$ cat src/rtl/pattern_scheduler.sv
// Frame-synchronous pattern selector: debounced switches, step requests and an
// auto-cycle mode, all committed to pat_sel only at vSync frame boundaries.
module pattern_scheduler #(
    parameter int   NUM_PAT   = 8,
    parameter int   DWELL     = 60,
    parameter int   DEBOUNCE  = 3,
    parameter logic VS_ACTIVE = 1'b0
) (
    input  logic        clock,
    input  logic        rst,
    input  logic        vSync,
    input  logic [2:0]  SW,
    input  logic        auto_en,
    input  logic        step,
    output logic [2:0]  pat_sel,
    output logic        frame_tick,
    output logic [15:0] frame_cnt,
    output logic        pending
);

    localparam int DW = (DWELL > 1) ? $clog2(DWELL) : 1;
    localparam int CW = $clog2(DEBOUNCE + 1);
    localparam logic [DW-1:0] DWELL_LAST = DW'(DWELL - 1);
    localparam logic [CW-1:0] DEB_MAX    = CW'(DEBOUNCE);

    typedef enum logic [1:0] {
        MANUAL     = 2'd0,
        AUTO_ENTER = 2'd1,
        AUTO       = 2'd2
    } state_t;

    state_t         state_q, state_d;
    logic           vs_q, vs_d;
    logic           armed_q, armed_d;
    logic [2:0]     sw_m_q, sw_m_d;
    logic [2:0]     sw_s_q, sw_s_d;
    logic           auto_m_q, auto_m_d;
    logic           auto_s_q, auto_s_d;
    logic [2:0]     sw_last_q, sw_last_d;
    logic [CW-1:0]  deb_cnt_q, deb_cnt_d;
    logic [2:0]     acc_q, acc_d;
    logic [2:0]     target_q, target_d;
    logic [2:0]     pat_sel_q, pat_sel_d;
    logic [DW-1:0]  dwell_q, dwell_d;
    logic           frame_tick_q, frame_tick_d;
    logic [15:0]    frame_cnt_q, frame_cnt_d;
    logic           pending_q, pending_d;

    logic           frame_edge;
    logic           accept;
    logic [2:0]     acc_pat;
    logic [2:0]     target_base;

    function automatic logic [2:0] next_pat(input logic [2:0] v);
        return (int'(v) >= NUM_PAT - 1) ? 3'd0 : v + 3'd1;
    endfunction

    function automatic logic [2:0] clamp_pat(input logic [2:0] v);
        return (int'(v) >= NUM_PAT) ? 3'(NUM_PAT - 1) : v;
    endfunction

    // armed_q blocks a spurious edge right after reset when vSync is already
    // asserted: a real inactive sample must be seen first.
    assign frame_edge = (vSync == VS_ACTIVE) && (vs_q != VS_ACTIVE) && armed_q;

    always_comb begin
        vs_d         = vSync;
        armed_d      = armed_q | (vSync != VS_ACTIVE);
        sw_m_d       = SW;
        sw_s_d       = sw_m_q;
        auto_m_d     = auto_en;
        auto_s_d     = auto_m_q;
        frame_tick_d = frame_edge;
        frame_cnt_d  = frame_edge ? frame_cnt_q + 16'd1 : frame_cnt_q;
    end

    always_comb begin
        sw_last_d = sw_last_q;
        deb_cnt_d = deb_cnt_q;
        acc_d     = acc_q;
        accept    = 1'b0;
        if (frame_edge) begin
            if (sw_s_q == sw_last_q) begin
                if (deb_cnt_q < DEB_MAX) begin
                    deb_cnt_d = deb_cnt_q + CW'(1);
                end
                if ((deb_cnt_d >= DEB_MAX) && (sw_last_q != acc_q)) begin
                    accept = 1'b1;
                    acc_d  = sw_last_q;
                end
            end else begin
                deb_cnt_d = '0;
                sw_last_d = sw_s_q;
            end
        end
    end

    assign acc_pat = clamp_pat(sw_last_q);

    always_ff @(posedge clock) begin
        if (rst) begin
            state_q <= MANUAL;
        end else begin
            state_q <= state_d;
        end
    end

    always_comb begin
        state_d = state_q;
        case (state_q)
            MANUAL: begin
                if (auto_s_q) state_d = AUTO_ENTER;
            end
            AUTO_ENTER: begin
                if (!auto_s_q)       state_d = MANUAL;
                else if (frame_edge) state_d = AUTO;
            end
            AUTO: begin
                if (!auto_s_q) state_d = MANUAL;
            end
            default: state_d = MANUAL;
        endcase
    end

    // A freshly accepted switch value is committed on the same tick it is
    // accepted; steps always land in target and wait for the next tick.
    always_comb begin
        pat_sel_d   = pat_sel_q;
        dwell_d     = dwell_q;
        target_base = target_q;
        if (frame_edge) begin
            case (state_q)
                MANUAL: begin
                    if (accept) begin
                        target_base = acc_pat;
                        pat_sel_d   = acc_pat;
                    end else begin
                        pat_sel_d   = target_q;
                    end
                end
                AUTO_ENTER: begin
                    pat_sel_d = target_q;
                    dwell_d   = '0;
                end
                AUTO: begin
                    if (target_q != pat_sel_q) begin
                        pat_sel_d = target_q;
                        dwell_d   = '0;
                    end else if (dwell_q == DWELL_LAST) begin
                        pat_sel_d   = next_pat(pat_sel_q);
                        target_base = next_pat(pat_sel_q);
                        dwell_d     = '0;
                    end else begin
                        dwell_d = dwell_q + DW'(1);
                    end
                end
                default: pat_sel_d = pat_sel_q;
            endcase
        end
        target_d  = step ? next_pat(target_base) : target_base;
        pending_d = (target_q != pat_sel_q);
    end

    always_ff @(posedge clock) begin
        if (rst) begin
            vs_q         <= ~VS_ACTIVE;
            armed_q      <= 1'b0;
            sw_m_q       <= '0;
            sw_s_q       <= '0;
            auto_m_q     <= 1'b0;
            auto_s_q     <= 1'b0;
            sw_last_q    <= '0;
            deb_cnt_q    <= '0;
            acc_q        <= '0;
            target_q     <= '0;
            pat_sel_q    <= '0;
            dwell_q      <= '0;
            frame_tick_q <= 1'b0;
            frame_cnt_q  <= '0;
            pending_q    <= 1'b0;
        end else begin
            vs_q         <= vs_d;
            armed_q      <= armed_d;
            sw_m_q       <= sw_m_d;
            sw_s_q       <= sw_s_d;
            auto_m_q     <= auto_m_d;
            auto_s_q     <= auto_s_d;
            sw_last_q    <= sw_last_d;
            deb_cnt_q    <= deb_cnt_d;
            acc_q        <= acc_d;
            target_q     <= target_d;
            pat_sel_q    <= pat_sel_d;
            dwell_q      <= dwell_d;
            frame_tick_q <= frame_tick_d;
            frame_cnt_q  <= frame_cnt_d;
            pending_q    <= pending_d;
        end
    end

    assign pat_sel    = pat_sel_q;
    assign frame_tick = frame_tick_q;
    assign frame_cnt  = frame_cnt_q;
    assign pending    = pending_q;

endmodule

$ cat config.mk
export PLATFORM = sky130hd
export DESIGN_NAME = pattern_scheduler
export DESIGN_NICKNAME = d
export VERILOG_FILES = /design/src/rtl/pattern_scheduler.sv
export SDC_FILE = /design/constraint.sdc
export NUM_CORES = 1
export LEC_CHECK = 0
export ABC_CLOCK_PERIOD_IN_PS = 3300
export CORE_MARGIN = 2
export CORE_UTILIZATION = 55
export CTS_BUF_LIST = sky130_fd_sc_hd__clkbuf_8 sky130_fd_sc_hd__clkbuf_16
export DETAILED_ROUTE_END_ITERATION = 10
export GPL_TIMING_DRIVEN = 1
export HOLD_SLACK_MARGIN = 0.03
export MAX_ROUTING_LAYER = met4
export PLACE_DENSITY_LB_ADDON = 0.2
export SLEW_MARGIN = 40
export SYNTH_ARGS = -nofsm -noshare
export SYNTH_HDL_FRONTEND = slang
export SYNTH_SLANG_ARGS = --single-unit
$ cat constraint.sdc
create_clock -name clock -period 3.3 [get_ports clock]
set_input_delay 0.66 -clock clock [delete_from_list [all_inputs] [get_ports clock]]
set_output_delay 0.66 -clock clock [all_outputs]
set_load 0.005 [all_outputs]
==> key figures, run 1 <==
Status
  • Outcome: complete, no violations

STA
  • WHS: 0.441 ns
  • Post-route setup slack: 0.427 ns
  • Max Clock Skew: 0.00453 ns
  • RSZ-0062 raised after global routing: false
  • Crit path time final: 2.87 ns
  • Final hold violations: 0
  • Fin Setup TNS: 0 ns
  • Normalized max-slew margin: 0.659
  • Fmax: 0.348 GHz
  • Tightest Pin Transition: 0.505 ns
  • Post-route clock period utilization: 0.871
  • Endpoints failing setup: 0
  • Final slew viol count: 0

Global routing
  • Via count of the first global-routing pass: 1,907
  • Initial antenna violation count: 0
  • Tot GR Track Use: 0.221
  • Pin count of the biggest net entering global routing: 17
  • Grt ovf: 0
  • Global-route wire length before repair: 8680 microns

Floorplan
  • Die Wd: 70.8 microns
  • Row count: 24
  • Die area: 5010 sq um
  • Area of the core: 4320 sq um
  • # IOs: 29
  • Initial core utilization: 0.567
  • Die height: 70.8 microns

Placed design
  • Placement Cell Area: 2800 sq um
  • # port buffers: 28
  • Placer's final routability congestion estimate: 0.891
  • Placed wire-length estimate: 3560 microns
  • Placed insts: 356
  • DP Worst Slack: 0.0910 ns

Cells and area
  • ANT cells: 0
  • Util after Layout: 0.672
  • Most common cell after layout, fill and taps aside: dfxtp_1
  • Layout Cells excl Fill: 363
  • Post-route cell area: 2910 sq um
  • Final #Nets: 329
  • Layout cells sized above 1: 0.0836
  • Commonest non-fill, non-tap cells in the layout: 50 x dfxtp_1, 35 x nor2_1, 28 x clkdlybuf4s50_1, 26 x nand2_1, 18 x a21oi_1
  • Synthesis-to-layout area growth: 18.5%

Power
  • Leak pwr: 1.07 nW
  • Total power draw: 1.23 mW
  • Power Density: 422 nW/um^2
  • Peak VDD IR: 454 uV

Route
  • Max layer used: met4
  • Post-DR wirelength/cell: 13.4 microns
  • Drt initial violations: 157
  • Vias: 2,005
  • Met2 WL: 2370 microns
  • Antenna viol nets, final: 0
  • WL met3: 168 microns
  • DR pass1 iterations: 4
  • Final WL: 4880 microns
  • Met1 WL: 2280 microns
  • Vias per cell: 5.52
  • # DRC: 0

Synthesis
  • Syn avg cell area: 8.73 sq um
  • Cell area after synthesis: 2450 sq um
  • Post-synthesis sequential area ratio: 0.408
  • Ys async rst share: 0
  • Synth Instances: 281
  • Post-synth EDFFs: 0
  • Yosys warning total: 0
  • Cell variety after synth: 44
  • Most used DFF post-synth: dfxtp_1
  • FF+latch count, synth: 50
  • Syn nets: 299

Clock tree
  • Setup Buffers After CTS: 0
  • Clock root buffer: clkbuf_8
  • Post_cts resized: 0
  • CTS tree: done
  • CTS buffer count: 5
  • CTS Sinks: 50
  • # hold bufs at CTS: 0
  • H-tree Lvls: 2
  • Max clock buf depth: 2
  • Clock latency on the worst-skew pair: 0.30 ns
  • Clock transition at path regs: 0.08 ns

Job
  • Max Cap Violations: 0

Worst setup path
  • WS Path Type: input port to register
  • Critical path startpoint category: input port
  • CP Data Arrival Time: 3.08 ns
  • CP Capture Type: register
  • CP max FO: 7
  • Critical path required time: 3.50 ns

Hold path
  • Hold WC Path Type: register to register
==> state kept, by name, summed over array words and instances (netlist names), 2 cells and up <==
register and cells:
sw_m_q 3, acc_q 3, target_q 3, state_q 2
pat_sel 3, dwell_q 6, sw_s_q 3, deb_cnt_q 2
acc_pat 3, frame_cnt 16
==> cells by family after synthesis <==
family / after synthesis / share of synthesized area
multiplexers: 8 / 0.0342
flip-flops: 50 / 0.408
adder cells (fa/ha/maj): 10 / 0.0510
AO/OA/AOI/OAI: 51 / 0.136
buffers and inverters: 17 / 0.0306
AND/OR/NAND/NOR: 119 / 0.248
XOR/XNOR: 26 / 0.0928
==> worst max-delay path, cell delays in order <==
cell,delay (ns)
clkdlybuf4s50_1,0.44
and3b_1,0.26
buf_4,0.15
o21ai_0,0.12
a2111oi_0,0.33
o21a_1,0.25
nor2_1,0.07
ha_1,0.19
ha_1,0.27
a21oi_1,0.06
a2111oi_2,0.27
==> Yosys cell counts (2+ instances only) <==
cell type / number / share of area
or2_2: 2 / 0.0051
dfxtp_1: 50 / 0.41
o211ai_1: 5 / 0.015
nand4_1: 6 / 0.015
nor2_1: 35 / 0.054
nor3_1: 4 / 0.0082
o41ai_1: 2 / 0.0071
nor3_2: 2 / 0.0082
inv_1: 5 / 0.0076
and3_1: 3 / 0.0076
a31oi_1: 2 / 0.0051
mux2_2: 3 / 0.014
nor2b_1: 10 / 0.025
o21a_1: 2 / 0.0061
or3_1: 5 / 0.013
xnor2_1: 11 / 0.039
ha_1: 10 / 0.051
a21oi_1: 18 / 0.037
a211oi_1: 4 / 0.012
and2_1: 4 / 0.010
nand3_1: 12 / 0.024
clkbuf_1: 10 / 0.015
nand2_1: 26 / 0.040
nor4_1: 2 / 0.0051
xor2_1: 15 / 0.054
mux2i_1: 5 / 0.020
o21ai_0: 8 / 0.016
and4_1: 4 / 0.014
==> per-layer routing <==
metal | vias up | GRT usage
met5 | - | -
met3 | 6 | 0.0484
li1 | 1039 | -
met4 | 0 | 0.0713
met1 | 923 | 0.270
met2 | 37 | 0.363
==> worst paths after layout <==
kind	start	end	slack, ns	cells after the start
setup reg to reg	dwell_q[0]$_SDFFE_PP0P_	target_q[2]$_SDFF_PP0_	0.63	10
setup / recovery	vSync	target_q[2]$_SDFF_PP0_	0.43	11
hold reg to reg	sw_m_q[0]$_SDFF_PP0_	sw_s_q[0]$_SDFF_PP0_	0.44	1
hold / removal	sw_m_q[0]$_SDFF_PP0_	sw_s_q[0]$_SDFF_PP0_	0.44	1
==> area by class of cell <==
type / count / area [sq um]
well taps: 52 / 65.1
clock buffers: 6 / 82.6
fillers: 372 / 1420
inverters: 5 / 18.8
clock inverters: 1 / 30.0
flip-flops and latches: 50 / 1000
multi-input cells: 214 / 1380
repair buffers: 35 / 333
==> where the power goes <==
| group | leakage [nW] | switching, mW | internal (mW) |
|---|---|---|---|
| Combinational | 0.607 | 0.0894 | 0.0695 |
| Sequential | 0.407 | 0.0165 | 0.621 |
| Clock | 0.0573 | 0.189 | 0.242 |
| Total | 1.07 | 0.295 | 0.933 |
Note: power is estimated with default switching activity, not from simulation.
==> run 2: changes to the inputs <==
MAX_ROUTING_LAYER = default   (was met4)
==> key figures, run 2 (same netlist as run 1, synthesis figures left out) <==
Status
  • Outcome: complete, no violations

Cells and area
  • ANT cells: 0
  • Layout Cells excl Fill: 363
  • Commonest non-fill, non-tap cells in the layout: 50 x dfxtp_1, 35 x nor2_1, 28 x clkdlybuf4s50_1, 26 x nand2_1, 18 x a21oi_1
  • Final #Nets: 329
  • Layout cells sized above 1: 0.0836
  • Max reg flops: 16
  • Fill count: 372
  • Util after Layout: 0.672
  • Most common cell after layout, fill and taps aside: dfxtp_1
  • Synthesis-to-layout area growth: 18.5%
  • Multi-input logic area: 1380 sq um
  • Register area: 1000 sq um

Worst setup path
  • Critical path startpoint category: input port
  • Worst path buffer plus inverter count: 2
  • CP delay by family, top: compound AO/OA/AOI/OAI gates
  • Crit-path most repeated cell: ha_1
  • Critical path required time: 3.50 ns
  • CP Capture Type: register
  • R2R Path Start: dwell_q[0]$_SDFFE_PP0P_
  • CP max FO: 7
  • CP Data Arrival Time: 3.09 ns
  • WS Path Type: input port to register
  • Setup crit start: vSync
  • Crit path largest cell delay: 0.44 ns
  • Crit path cell chain: clkdlybuf4s50_1 -> and3b_1 -> buf_4 -> o21ai_0 -> a2111oi_0 -> o21a_1 -> nor2_1 -> ha_1 -> ha_1 -> a21oi_1 -> a2111oi_2
  • CP max-delay cell: clkdlybuf4s50_1

Global routing
  • Tot GR Track Use: 0.214
  • Via count of the first global-routing pass: 1,914
  • Global-route wire length before repair: 8660 microns
  • Grt ovf: 0
  • Pin count of the biggest net entering global routing: 17
  • Initial antenna violation count: 0

Route
  • DR pass1 iterations: 4
  • # DRC: 0
  • Antenna viol nets, final: 0
  • Final WL: 4870 microns
  • Post-DR wirelength/cell: 13.4 microns
  • Vias: 2,015
  • Vias per cell: 5.55
  • Drt initial violations: 129

STA
  • Post-route clock period utilization: 0.874
  • Fmax: 0.347 GHz
  • Final hold violations: 0
  • Crit path time final: 2.88 ns
  • Fin Setup TNS: 0 ns
  • RSZ-0062 raised after global routing: false
  • Normalized max-slew margin: 0.667
  • Endpoints failing setup: 0
  • Max Clock Skew: 0.00494 ns
  • Final slew viol count: 0
  • Tightest Pin Transition: 0.492 ns

Clock tree
  • # hold bufs at CTS: 0
  • Clock latency on the worst-skew pair: 0.30 ns
  • H-tree Lvls: 2
  • Clock transition at path regs: 0.08 ns
  • Setup Buffers After CTS: 0
  • Post_cts resized: 0
  • CTS tree: done
  • Max clock buf depth: 2
  • CTS buffer count: 5
  • Clock root buffer: clkbuf_8
  • CTS Sinks: 50

Floorplan
  • # IOs: 29
  • Die height: 70.8 microns
  • Die Wd: 70.8 microns
  • Area of the core: 4320 sq um
  • Initial core utilization: 0.567
  • Row count: 24
  • Die area: 5010 sq um

Placed design
  • Placer's final routability congestion estimate: 0.876
  • Placed wire-length estimate: 3560 microns
  • Placed insts: 356
  • # port buffers: 28

Power
  • Peak VDD IR: 452 uV
  • Power Density: 422 nW/um^2
  • Total power draw: 1.23 mW
  • Leak pwr: 1.07 nW

Hold path
  • Hold path start: sw_m_q[0]$_SDFF_PP0_
  • Hold WC Path Type: register to register

Job
  • Max Cap Violations: 0
run 2: cell counts in the layout (fill, tap and decap cells not counted):
Identical to the previous run, type by type.
run 2: through the flow:
| step | setup slack (ns) | hold WS [ns] | instance area [sq um] |
|---|---|---|---|
| finish | 0.416 | 0.443 | 2910 |
| global route | 0.183 | 0.459 | 2910 |
| CTS | 0.403 | 0.445 | 2910 |
| detailed placement | 0.0910 | 0.425 | 2800 |
| global placement | 0.272 | 0.418 | 2800 |
| floorplan | 0.754 | 0.414 | 2450 |
run 2: per-layer routing:
| layer | track usage | wire length, microns | part of all wire |
|---|---|---|---|
| met1 | 0.266 | 2280 | 0.47 |
| met2 | 0.366 | 2350 | 0.48 |
| met3 | 0.0484 | 172 | 0.035 |
| met4 | 0.0713 | 62 | 0.013 |
| met5 | 0 | 0 | 0 |
run 2: power by group:
group / switching, mW / leakage [nW] / internal, mW
logic: 0.0888 / 0.607 / 0.0695
registers: 0.0167 / 0.407 / 0.621
clock network: 0.189 / 0.0573 / 0.242
total: 0.295 / 1.07 / 0.933
run 2: worst paths after layout:
kind,slack [ns],cells past startpoint,end
hold reg to reg,0.44,1,sw_s_q[0]$_SDFF_PP0_
hold / removal,0.44,1,sw_s_q[0]$_SDFF_PP0_
setup / recovery,0.42,11,target_q[2]$_SDFF_PP0_
setup reg to reg,0.61,10,target_q[2]$_SDFF_PP0_
run 2: area by class of cell:
cell class / count / share of cell area
Timing Repair Buffer: 35 / 0.114
Inverter: 5 / 0.00645
Tap cell: 52 / 0.0224
Clock buffer: 6 / 0.0284
Clock inverter: 1 / 0.0103
Sequential cell: 50 / 0.344
Multi-Input combinational cell: 214 / 0.474
